--- src/rtl/stream_feeder_pkg.sv ---
// Shared types and helpers for the external-memory operand stream feeder.
package stream_feeder_pkg;

  typedef enum logic [1:0] {
    IDLE = 2'd0,
    RUN  = 2'd1,
    DONE = 2'd2
  } feeder_state_t;

  localparam int FIFO_DEPTH = 2;

  function automatic int calc_lanes(input int ext_w, input int io_w);
    return (io_w > 0) ? ext_w / io_w : 0;
  endfunction

  function automatic bit width_ok(input int ext_w, input int io_w);
    return (io_w > 0) && ((ext_w % io_w) == 0);
  endfunction

endpackage

--- src/rtl/feeder_word_fifo.sv ---
// Two-entry word buffer between the memory read port and the lane mux.
module feeder_word_fifo
  import stream_feeder_pkg::*;
#(
  parameter int WIDTH = 32
) (
  input  logic             clk,
  input  logic             rst_in,
  input  logic             push,
  input  logic [WIDTH-1:0] push_data,
  input  logic             pop,
  output logic             full,
  output logic             empty,
  output logic [1:0]       count,
  output logic [WIDTH-1:0] head
);

  logic [WIDTH-1:0] head_q, head_d;
  logic [WIDTH-1:0] tail_q, tail_d;
  logic [1:0]       count_q, count_d;
  logic             do_push, do_pop;

  assign full    = (count_q == 2'(FIFO_DEPTH));
  assign empty   = (count_q == 2'd0);
  assign count   = count_q;
  assign head    = head_q;
  assign do_pop  = pop && !empty;
  assign do_push = push && (!full || do_pop);

  always_comb begin
    head_d  = head_q;
    tail_d  = tail_q;
    count_d = count_q;
    if (do_push && do_pop) begin
      if (count_q == 2'd1) begin
        head_d = push_data;
      end else begin
        head_d = tail_q;
        tail_d = push_data;
      end
    end else if (do_push) begin
      if (count_q == 2'd0) head_d = push_data;
      else                 tail_d = push_data;
      count_d = count_q + 2'd1;
    end else if (do_pop) begin
      head_d  = tail_q;
      count_d = count_q - 2'd1;
    end
  end

  always_ff @(posedge clk) begin
    if (rst_in) begin
      head_q  <= '0;
      tail_q  <= '0;
      count_q <= '0;
    end else begin
      head_q  <= head_d;
      tail_q  <= tail_d;
      count_q <= count_d;
    end
  end

endmodule

--- src/rtl/ext_mem_stream_feeder.sv ---
// Streams a contiguous range of external-memory words out as IO_DATA_WIDTH lanes,
// lane 0 first, over a valid/ready interface.
//
// state | meaning
// IDLE  | waiting for start; latches base address and word count
// RUN   | issuing reads and emitting lanes until the last lane handshakes
// DONE  | one-cycle done pulse, then back to IDLE
module ext_mem_stream_feeder
  import stream_feeder_pkg::*;
#(
  parameter int IO_DATA_WIDTH  = 16,
  parameter int EXT_MEM_WIDTH  = 32,
  parameter int EXT_MEM_HEIGHT = 1 << 20
) (
  input  logic                              clk,
  input  logic                              rst_in,
  input  logic                              start,
  input  logic [$clog2(EXT_MEM_HEIGHT)-1:0] base_addr,
  input  logic [$clog2(EXT_MEM_HEIGHT):0]   word_count,
  output logic                              busy,
  output logic                              done,
  output logic [$clog2(EXT_MEM_HEIGHT)-1:0] mem_read_addr,
  output logic                              mem_read_en,
  input  logic [EXT_MEM_WIDTH-1:0]          mem_qout,
  output logic [IO_DATA_WIDTH-1:0]          out_data,
  output logic                              out_valid,
  input  logic                              out_ready
);

  localparam int AW    = $clog2(EXT_MEM_HEIGHT);
  localparam int CW    = AW + 1;
  localparam int LANES = calc_lanes(EXT_MEM_WIDTH, IO_DATA_WIDTH);
  localparam int LW    = (LANES > 1) ? $clog2(LANES) : 1;

  if (!width_ok(EXT_MEM_WIDTH, IO_DATA_WIDTH)) begin : g_width_check
    $error("EXT_MEM_WIDTH must be an integer multiple of IO_DATA_WIDTH");
  end

  feeder_state_t state_q, state_d;
  logic [AW-1:0] addr_q, addr_d;
  logic [CW-1:0] issue_left_q, issue_left_d;
  logic [CW-1:0] emit_left_q, emit_left_d;
  logic [LW-1:0] lane_q, lane_d;
  logic          inflight_q, inflight_d;

  logic                      fifo_full, fifo_empty;
  logic [1:0]                fifo_count;
  logic [EXT_MEM_WIDTH-1:0]  fifo_head;
  logic [LANES-1:0][IO_DATA_WIDTH-1:0] head_lanes;
  logic                      xfer, last_lane, pop, push, rd_en;
  logic [2:0]                pending;

  feeder_word_fifo #(.WIDTH(EXT_MEM_WIDTH)) u_fifo (
    .clk       (clk),
    .rst_in    (rst_in),
    .push      (push),
    .push_data (mem_qout),
    .pop       (pop),
    .full      (fifo_full),
    .empty     (fifo_empty),
    .count     (fifo_count),
    .head      (fifo_head)
  );

  assign head_lanes = fifo_head;
  assign out_valid  = !fifo_empty;
  assign out_data   = fifo_empty ? '0 : head_lanes[lane_q];
  assign xfer       = out_valid && out_ready;
  assign last_lane  = (lane_q == LW'(LANES - 1));
  assign pop        = xfer && last_lane;
  // In-flight data lands the cycle after its read; the in-flight flag is
  // cleared by reset so a read straddling reset is dropped here.
  assign push       = inflight_q && (!fifo_full || pop);
  assign pending    = {1'b0, fifo_count} + {2'b0, inflight_q} - {2'b0, pop};

  assign busy          = (state_q == RUN);
  assign done          = (state_q == DONE);
  assign mem_read_en   = rd_en;
  assign mem_read_addr = addr_q;

  always_comb begin
    state_d      = state_q;
    addr_d       = addr_q;
    issue_left_d = issue_left_q;
    emit_left_d  = emit_left_q;
    lane_d       = lane_q;
    rd_en        = 1'b0;

    if (xfer) lane_d = last_lane ? '0 : lane_q + 1'b1;
    if (pop)  emit_left_d = emit_left_q - 1'b1;

    case (state_q)
      IDLE: begin
        if (start) begin
          addr_d       = base_addr;
          issue_left_d = word_count;
          emit_left_d  = word_count;
          lane_d       = '0;
          state_d      = (word_count == '0) ? DONE : RUN;
        end
      end
      RUN: begin
        rd_en = (issue_left_q != '0) && (pending < 3'd2);
        if (rd_en) begin
          issue_left_d = issue_left_q - 1'b1;
          addr_d = (addr_q == AW'(EXT_MEM_HEIGHT - 1)) ? '0 : addr_q + 1'b1;
        end
        if (pop && (emit_left_q == CW'(1))) state_d = DONE;
      end
      DONE:    state_d = IDLE;
      default: state_d = IDLE;
    endcase
  end

  assign inflight_d = rd_en;

  always_ff @(posedge clk) begin
    if (rst_in) begin
      state_q      <= IDLE;
      addr_q       <= '0;
      issue_left_q <= '0;
      emit_left_q  <= '0;
      lane_q       <= '0;
      inflight_q   <= 1'b0;
    end else begin
      state_q      <= state_d;
      addr_q       <= addr_d;
      issue_left_q <= issue_left_d;
      emit_left_q  <= emit_left_d;
      lane_q       <= lane_d;
      inflight_q   <= inflight_d;
    end
  end

endmodule

--- config.mk ---
export PLATFORM = sky130hd
export DESIGN_NAME = ext_mem_stream_feeder
export DESIGN_NICKNAME = d
export VERILOG_FILES = /design/src/rtl/stream_feeder_pkg.sv /design/src/rtl/feeder_word_fifo.sv /design/src/rtl/ext_mem_stream_feeder.sv
export SDC_FILE = /design/constraint.sdc
export NUM_CORES = 1
export LEC_CHECK = 0
export CAP_MARGIN = 30
export CORE_ASPECT_RATIO = 0.7
export CORE_MARGIN = 3
export CORE_UTILIZATION = 48
export CTS_CLUSTER_SIZE = 10
export DETAILED_ROUTE_END_ITERATION = 8
export PLACE_DENSITY = 0.76
export REMOVE_ABC_BUFFERS = 1
export SYNTH_ARGS = -nofsm -noshare
export SYNTH_HDL_FRONTEND = slang
export SYNTH_SLANG_ARGS = --single-unit
--- constraint.sdc ---
create_clock -name clk -period 3.3 [get_ports clk]
set_clock_uncertainty 0.2 [all_clocks]
set_input_delay 0.66 -clock clk [delete_from_list [all_inputs] [get_ports clk]]
set_output_delay 0.66 -clock clk [all_outputs]
set_load 0.05 [all_outputs]
==> impl_metrics.json, run 1 <==
{
  "synth-main-ff-cell": "dfxtp_1",
  "synthSimpleGateAreaFrac_pct": 24.9,
  "viasPerCell": 5.67,
  "cts_sinks": 132,
  "cts_hold_buf": 0,
  "period_share_pct": 102,
  "hold_path.class": "register to register",
  "setup_viol": 1,
  "tightest_slew_ns": 0.863,
  "drt_pass1_iterations": 5,
  "antenna_cells": 0,
  "worstSetupEndpointType": "output port",
  "io_buffers": 116,
  "numCtsBuffers": 17,
  "io_pins": 117,
  "worstSetupPathType": "register to output port",
  "worstPathRequired_ns": 2.44,
  "layout-drive-gt1-share_pct": 12.1,
  "insertion_delay_ns": 0.41,
  "rsz0062_at_grt": "yes",
  "grt_pass1_vias": 6236,
  "finalHoldViolCount": 0,
  "num_vias": 6766,
  "core_um2": 14100,
  "synth.area.mux_share_pct": 7.13,
  "max_freq_mhz": 298,
  "overflow": 0,
  "synth_seq_area_share_pct": 37.6,
  "synth_xor_area_share_pct": 2.74,
  "setup_ws_ns": -0.0597,
  "hpwl_mm": 13.0,
  "final_antenna_net_count": 0,
  "wire_per_inst_um": 16.2,
  "drc_errors": 0,
  "die-height_um": 107,
  "arrival_ns": 2.50,
  "finalCriticalPeriod_ns": 3.36,
  "synth-edff-count": 0,
  "synth_fa_ha_area_share_pct": 2.24,
  "die_x_um": 151,
  "cap_violations": 0,
  "cts_max_path_buffers": 2,
  "final_nets": 1080,
  "layout_common_cells": "nor2_1 (146), dfxtp_1 (130), nand2_1 (118)",
  "start_util_pct": 49.7,
  "timing.rr.start": "u_fifo.count[0]$_SDFFE_PP0P_",
  "drt-total-wl_mm": 19.3,
  "placed_cells": 1159,
  "antenna_found_initial": 1,
  "startpoint": "issue_left_q[16]$_SDFFE_PP0P_",
  "hold_path_startpoint": "u_fifo.tail_q[31]$_SDFFE_PP0P_",
  "drtIter0Drc": 601,
  "rows": 36,
  "slew_headroom_pct": 42.5,
  "final_common_cell": "nor2_1",
  "startpoint_type": "register",
  "layoutNonFillerInstCount": 1194,
  "htree_levels": 4,
  "whs_ns": 0.272,
  "synth_seq_cells": 132,
  "cts_root_buffer": "clkbuf_16",
  "finalPower_mw": 4.94,
  "critPathMaxFanout": 6,
  "ys_types": 61,
  "yosys_warnings": 0,
  "place_congestion": 0.855,
  "grtUsageTotal_pct": 24.2,
  "clk_pin_slew_ns": 0.07,
  "die_area_um2": 16200,
  "grt_max_degree": 90,
  "synth_top_family_by_area": "simple AND/OR/NAND/NOR gates",
  "synthCells": 880,
  "failed_checks": "setup timing",
  "nFillCells": 1175,
  "power_density_nw_per_um2": 539,
  "leakage_nw": 3.15,
  "async_flop_share_pct": 0,
  "status": "complete, but fails checks",
  "area_delta_synth_final_pct": 30.2,
  "final_max_slew_viol_count": 0,
  "synth_compound_area_share_pct": 20.2,
  "grt_first_pass_wirelength_mm": 31.8,
  "syn_area_um2": 7030,
  "peakVddDrop_uv": 371,
  "cts_tree": "built",
  "syn-mean-instance-area_um2": 7.99
}
-- through the flow --
stage	util (%)	setup TNS (ns)	setup slack, ns	instance area (um2)
3_5_place_dp	60.2	-18.19	-0.421	8510
4_1_cts	64.7	-0.0953	-0.0953	9150
6_report	64.7	-0.0597	-0.0597	9160
3_3_place_gp	60.2	-13.05	-0.375	8510
5_1_grt	64.7	-0.141	-0.141	9160
2_1_floorplan	-	-81.85	-1.61	6740
-- what timing repair did --
action / in CTS / in global routing
resized for setup: 13 / 0
endpoints found under the hold margin: 0 / 0
endpoints found under the setup margin: 1 / 1
pin swaps: 7 / 5
setup buffers: 2 / 1
-- power by group --
| part | total (mW) | internal (mW) | leakage, nW | switching, mW |
|---|---|---|---|---|
| sequential | 1.84 | 1.72 | 1.08 | 0.122 |
| combinational | 1.20 | 0.492 | 1.78 | 0.711 |
| clock | 1.89 | 1.08 | 0.293 | 0.819 |
-- worst paths after layout --
| kind | slack [ns] | to | depth (start not counted) |
|---|---|---|---|
| worst max-delay path | -0.06 | mem_read_en | 6 |
| worst min-delay path | 0.27 | u_fifo.head[31]$_SDFFE_PP0P_ | 2 |
| worst max register to register | 0.39 | u_fifo.head[30]$_SDFFE_PP0P_ | 14 |
| worst min register to register | 0.27 | u_fifo.head[31]$_SDFFE_PP0P_ | 2 |
-- synthesized netlist by cell type (4+ instances only) --
master	count	area [um2]
a211oi_1	21	158
a21o_1	4	30.0
a21oi_1	50	250
a21oi_2	5	43.8
a22o_1	5	43.8
a311oi_1	34	298
a31oi_1	6	37.5
a32o_1	4	40.0
a32oi_1	4	35.0
and2_1	6	37.5
and3_1	4	25.0
buf_1	10	37.5
buf_2	8	40.0
clkbuf_1	41	154
dfxtp_1	132	2640
ha_1	11	138
inv_1	18	67.6
mux2i_1	49	490
nand2_1	118	443
nand2b_1	7	43.8
nand3_1	14	70.1
nand3b_1	4	30.0
nand4_1	7	43.8
nor2_1	146	548
nor2b_1	5	31.3
nor3_1	17	85.1
nor3b_1	5	37.5
nor4_1	17	106
o21ai_0	31	155
o31ai_1	4	30.0
o32ai_2	5	81.3
or3_1	10	62.6
or4_1	11	82.6
xnor2_1	14	123
xor2_1	8	70.1
-- layout make-up --
class,instances,area (um2),area share [%]
Multi-Input combinational cell,664,4080,44.6
Clock inverter,15,158,1.72
Clock buffer,17,425,4.65
Tap cell,190,238,2.60
Timing Repair Buffer,157,1540,16.8
Inverter,19,71.3,0.779
Sequential cell,132,2650,28.9
-- per-layer routing --
metal  track usage, %  wire length [um]  share of wire [%]  vias to the layer above
met2             34.9              8060                 42                      243
met1             37.0              9510                 49                     3118
met4             4.98               146               0.76                        2
met5                0                13              0.067                        -
met3             4.97              1570                8.1                       16
li1                 -                 -                  -                     3387
-- state kept, by name, indices dropped and copies added, names as in the netlist --
name and flops:
u_fifo.head 32, u_fifo.tail_q 32, emit_left_q 21, issue_left_q 21, mem_read_addr 20, state_q 2
u_fifo.count 2, inflight_q 1, lane_q 1
-- worst max-delay path, cell delays in order (launching register included) --
cell	delay [ns]
dfxtp_1	0.35
or4_1	0.58
or4_4	0.59
nor3_1	0.21
nor2_1	0.08
buf_4	0.14
buf_12	0.14
-- cell families (layout without fill, tap and decap cells) --
logic type      after synthesis  after routing
simple gates                381            381
compound gates              199            199
flops                       132            132
buf+inv                      84            208
mux                          50             50
xor+xnor                     22             22
fa+ha+maj                    12             12
Power figures use the tool's default switching activity.
==> inputs of run 2 (changes only) <==
Settings changed: DONT_BUFFER_PORTS set to 1, PLACE_DENSITY 0.76 to 0.65.
==> run 2 against run 1 <==
  * The run still ends with setup timing left
  * Global-route usage increased by 0.65 points
  * Worst setup slack improved by 0.025 ns
  * Sequential power barely moved
  * First-iteration DRC count is 0.67% higher
  * Core utilization decreased by 6.7 points
  * Design area decreased by 10%
  * Die area unchanged
  * Final cell count fell by 7.5%
  * Critical path depth down 1
  * Maximum frequency is 0.74% higher
  * Clock-buffer cell count increased by 3
  * Largest cell class unchanged
  * Largest power group unchanged
==> impl_metrics.json, run 2 (synthesis results as in run 1) <==
{
  "final_antenna_net_count": 0,
  "drc_errors": 0,
  "cts_tree": "built",
  "cts_hold_buf": 0,
  "hold_path.class": "input port to register",
  "p_int_mw": 3.24,
  "htree_levels": 4,
  "viasPerCell": 5.95,
  "die_area_um2": 16200,
  "status": "complete, but fails checks",
  "worstPathRequired_ns": 2.44,
  "start_util_pct": 49.7,
  "final_common_cell": "nor2_1",
  "cp.buffers_inverters": 1,
  "grt_pass1_vias": 6468,
  "rows": 36,
  "power_frac_seq_pct": 38.1,
  "clkPwrFrac_pct": 39.7,
  "final_nets": 991,
  "num_vias": 6576,
  "cpMaxStageDelayCell": "or4_4",
  "tightest_slew_ns": 0.728,
  "clk_pin_slew_ns": 0.06,
  "grt_first_pass_wirelength_mm": 32.1,
  "io_buffers": 0,
  "drtIter0Drc": 605,
  "slew_headroom_pct": 51.0,
  "layoutNonFillerInstCount": 1105,
  "cts_max_path_buffers": 2,
  "hpwl_mm": 13.0,
  "swShare_pct": 31.9,
  "finalHoldViolCount": 0,
  "dp_worst_setup_slack_ns": 0.105,
  "leakage_nw": 2.80,
  "power_density_nw_per_um2": 580,
  "area_delta_synth_final_pct": 16.7,
  "max_freq_mhz": 300,
  "cp_cell_sequence": "or4_1 > or4_4 > nor3_2 > nor2_4 > buf_8",
  "combinationalPowerShare_pct": 22.2,
  "place_congestion": 0.831,
  "overflow": 0,
  "cts_sinks": 132,
  "core_um2": 14100,
  "r2r_slack_ns": 0.22,
  "cp_slowest_stage_delay_ns": 0.60,
  "p_sw_mw": 1.52,
  "insertion_delay_ns": 0.42,
  "final_max_slew_viol_count": 0,
  "whs_path_depth": 1,
  "failed_checks": "setup timing",
  "grt_max_degree": 135,
  "drt-total-wl_mm": 19.8,
  "layout_common_cells": "nor2_1 (145), dfxtp_1 (130), nand2_1 (118)",
  "die-height_um": 107,
  "min_to": "mem_read_addr[10]$_SDFFE_PP0P_",
  "r2r-end": "u_fifo.head[19]$_SDFFE_PP0P_",
  "path_delay_family": "simple AND/OR/NAND/NOR gates",
  "rsz0062_at_grt": "yes",
  "layout-drive-gt1-share_pct": 14.6,
  "placed_cells": 1066,
  "numCtsBuffers": 17,
  "cts_root_buffer": "clkbuf_16",
  "worstSetupPathType": "register to output port",
  "antenna_found_initial": 0,
  "drt_pass1_iterations": 5,
  "worstSetupEndpointType": "output port",
  "hold_path_startpoint": "rst_in",
  "grtUsageTotal_pct": 24.8,
  "cap_violations": 0,
  "startpoint_type": "register",
  "reg2reg_depth": 15,
  "io_pins": 117,
  "period_share_pct": 101,
  "setup_ws_ns": -0.0351,
  "finalCriticalPeriod_ns": 3.34,
  "arrival_ns": 2.48,
  "die_x_um": 151,
  "setup_viol": 1,
  "timing.rr.start": "u_fifo.count[1]$_SDFFE_PP0P_",
  "peakVddDrop_uv": 366,
  "wire_per_inst_um": 17.9,
  "critPathMaxFanout": 6
}
[run 2: cell types whose count changed in the layout (fill, tap and decap cells not counted), moves of 2 or more]
| cell | change |
|---|---|
| clkinvlp_4 | +3 |
| inv_8 | -5 |
| inv_6 | -4 |
| clkbuf_8 | +2 |
| clkdlybuf4s50_1 | -99 |
| buf_4 | +14 |
| buf_12 | -4 |
[run 2: what timing repair did]
action,4_1_cts,5_1_grt
endpoints found under the hold margin,0,0
gates resized for setup,13,4
setup endpoints to repair,1,1
pin swaps,8,7
buffers inserted,3,4
gates cloned,0,0
[run 2: routing by layer]
metal  track usage [%]  routed length [um]
met4              7.05                 220
met2              37.1                8660
met3              9.05                1870
met1              33.7                9060
met5                 0                   0
[run 2: per-stage QoR]
step                hold WS [ns]  power [mW]  setup TNS, ns  util (%)  cell area, um2
finish                     0.150        4.76        -0.0351      58.0            8210
global placement           0.254        2.82              0      53.1            7510
detailed placement         0.260        2.86              0      53.1            7510
CTS                        0.104        4.75        -0.0787      57.7            8160
floorplan                  0.238        2.57         -81.85         -            6740
global route              0.0922        4.98         -0.176      58.0            8210
[run 2: power groups by stage]
stage                     Clock, mW  Sequential [mW]  Combinational [mW]
after global routing           2.00             1.83                1.15
after floorplan                   0             1.94               0.625
after detailed placement          0             1.84                1.01
after CTS                      1.91             1.81                1.03
after global placement            0             1.84               0.981
final                          1.89             1.81                1.05
[run 2: how the worst max path moves through the flow]
stage                                  start                       endpoint  slack (ns)  cells after the start
4_1_cts         u_fifo.count[1]$_SDFFE_PP0P_                    mem_read_en       -0.08                     11
3_5_place_dp                       out_ready                    mem_read_en        0.10                      9
5_1_grt         u_fifo.count[1]$_SDFFE_PP0P_                    mem_read_en       -0.16                     11
6_report       issue_left_q[16]$_SDFFE_PP0P_                    mem_read_en       -0.04                      5
2_1_floorplan   u_fifo.count[1]$_SDFFE_PP0P_  u_fifo.tail_q[0]$_SDFFE_PP0P_       -1.61                     11
3_3_place_gp                       out_ready                    mem_read_en        0.13                      9
[run 2: area by class of cell]
type,count,area [um2]
Inverter,19,71.3
Clock buffer,20,457
Clock inverter,11,128
Fill cell,1276,5930
Tap cell,190,238
Antenna cell,1,2.50
Multi-Input combinational cell,664,4090
Sequential cell,132,2650
Timing Repair Buffer,68,581
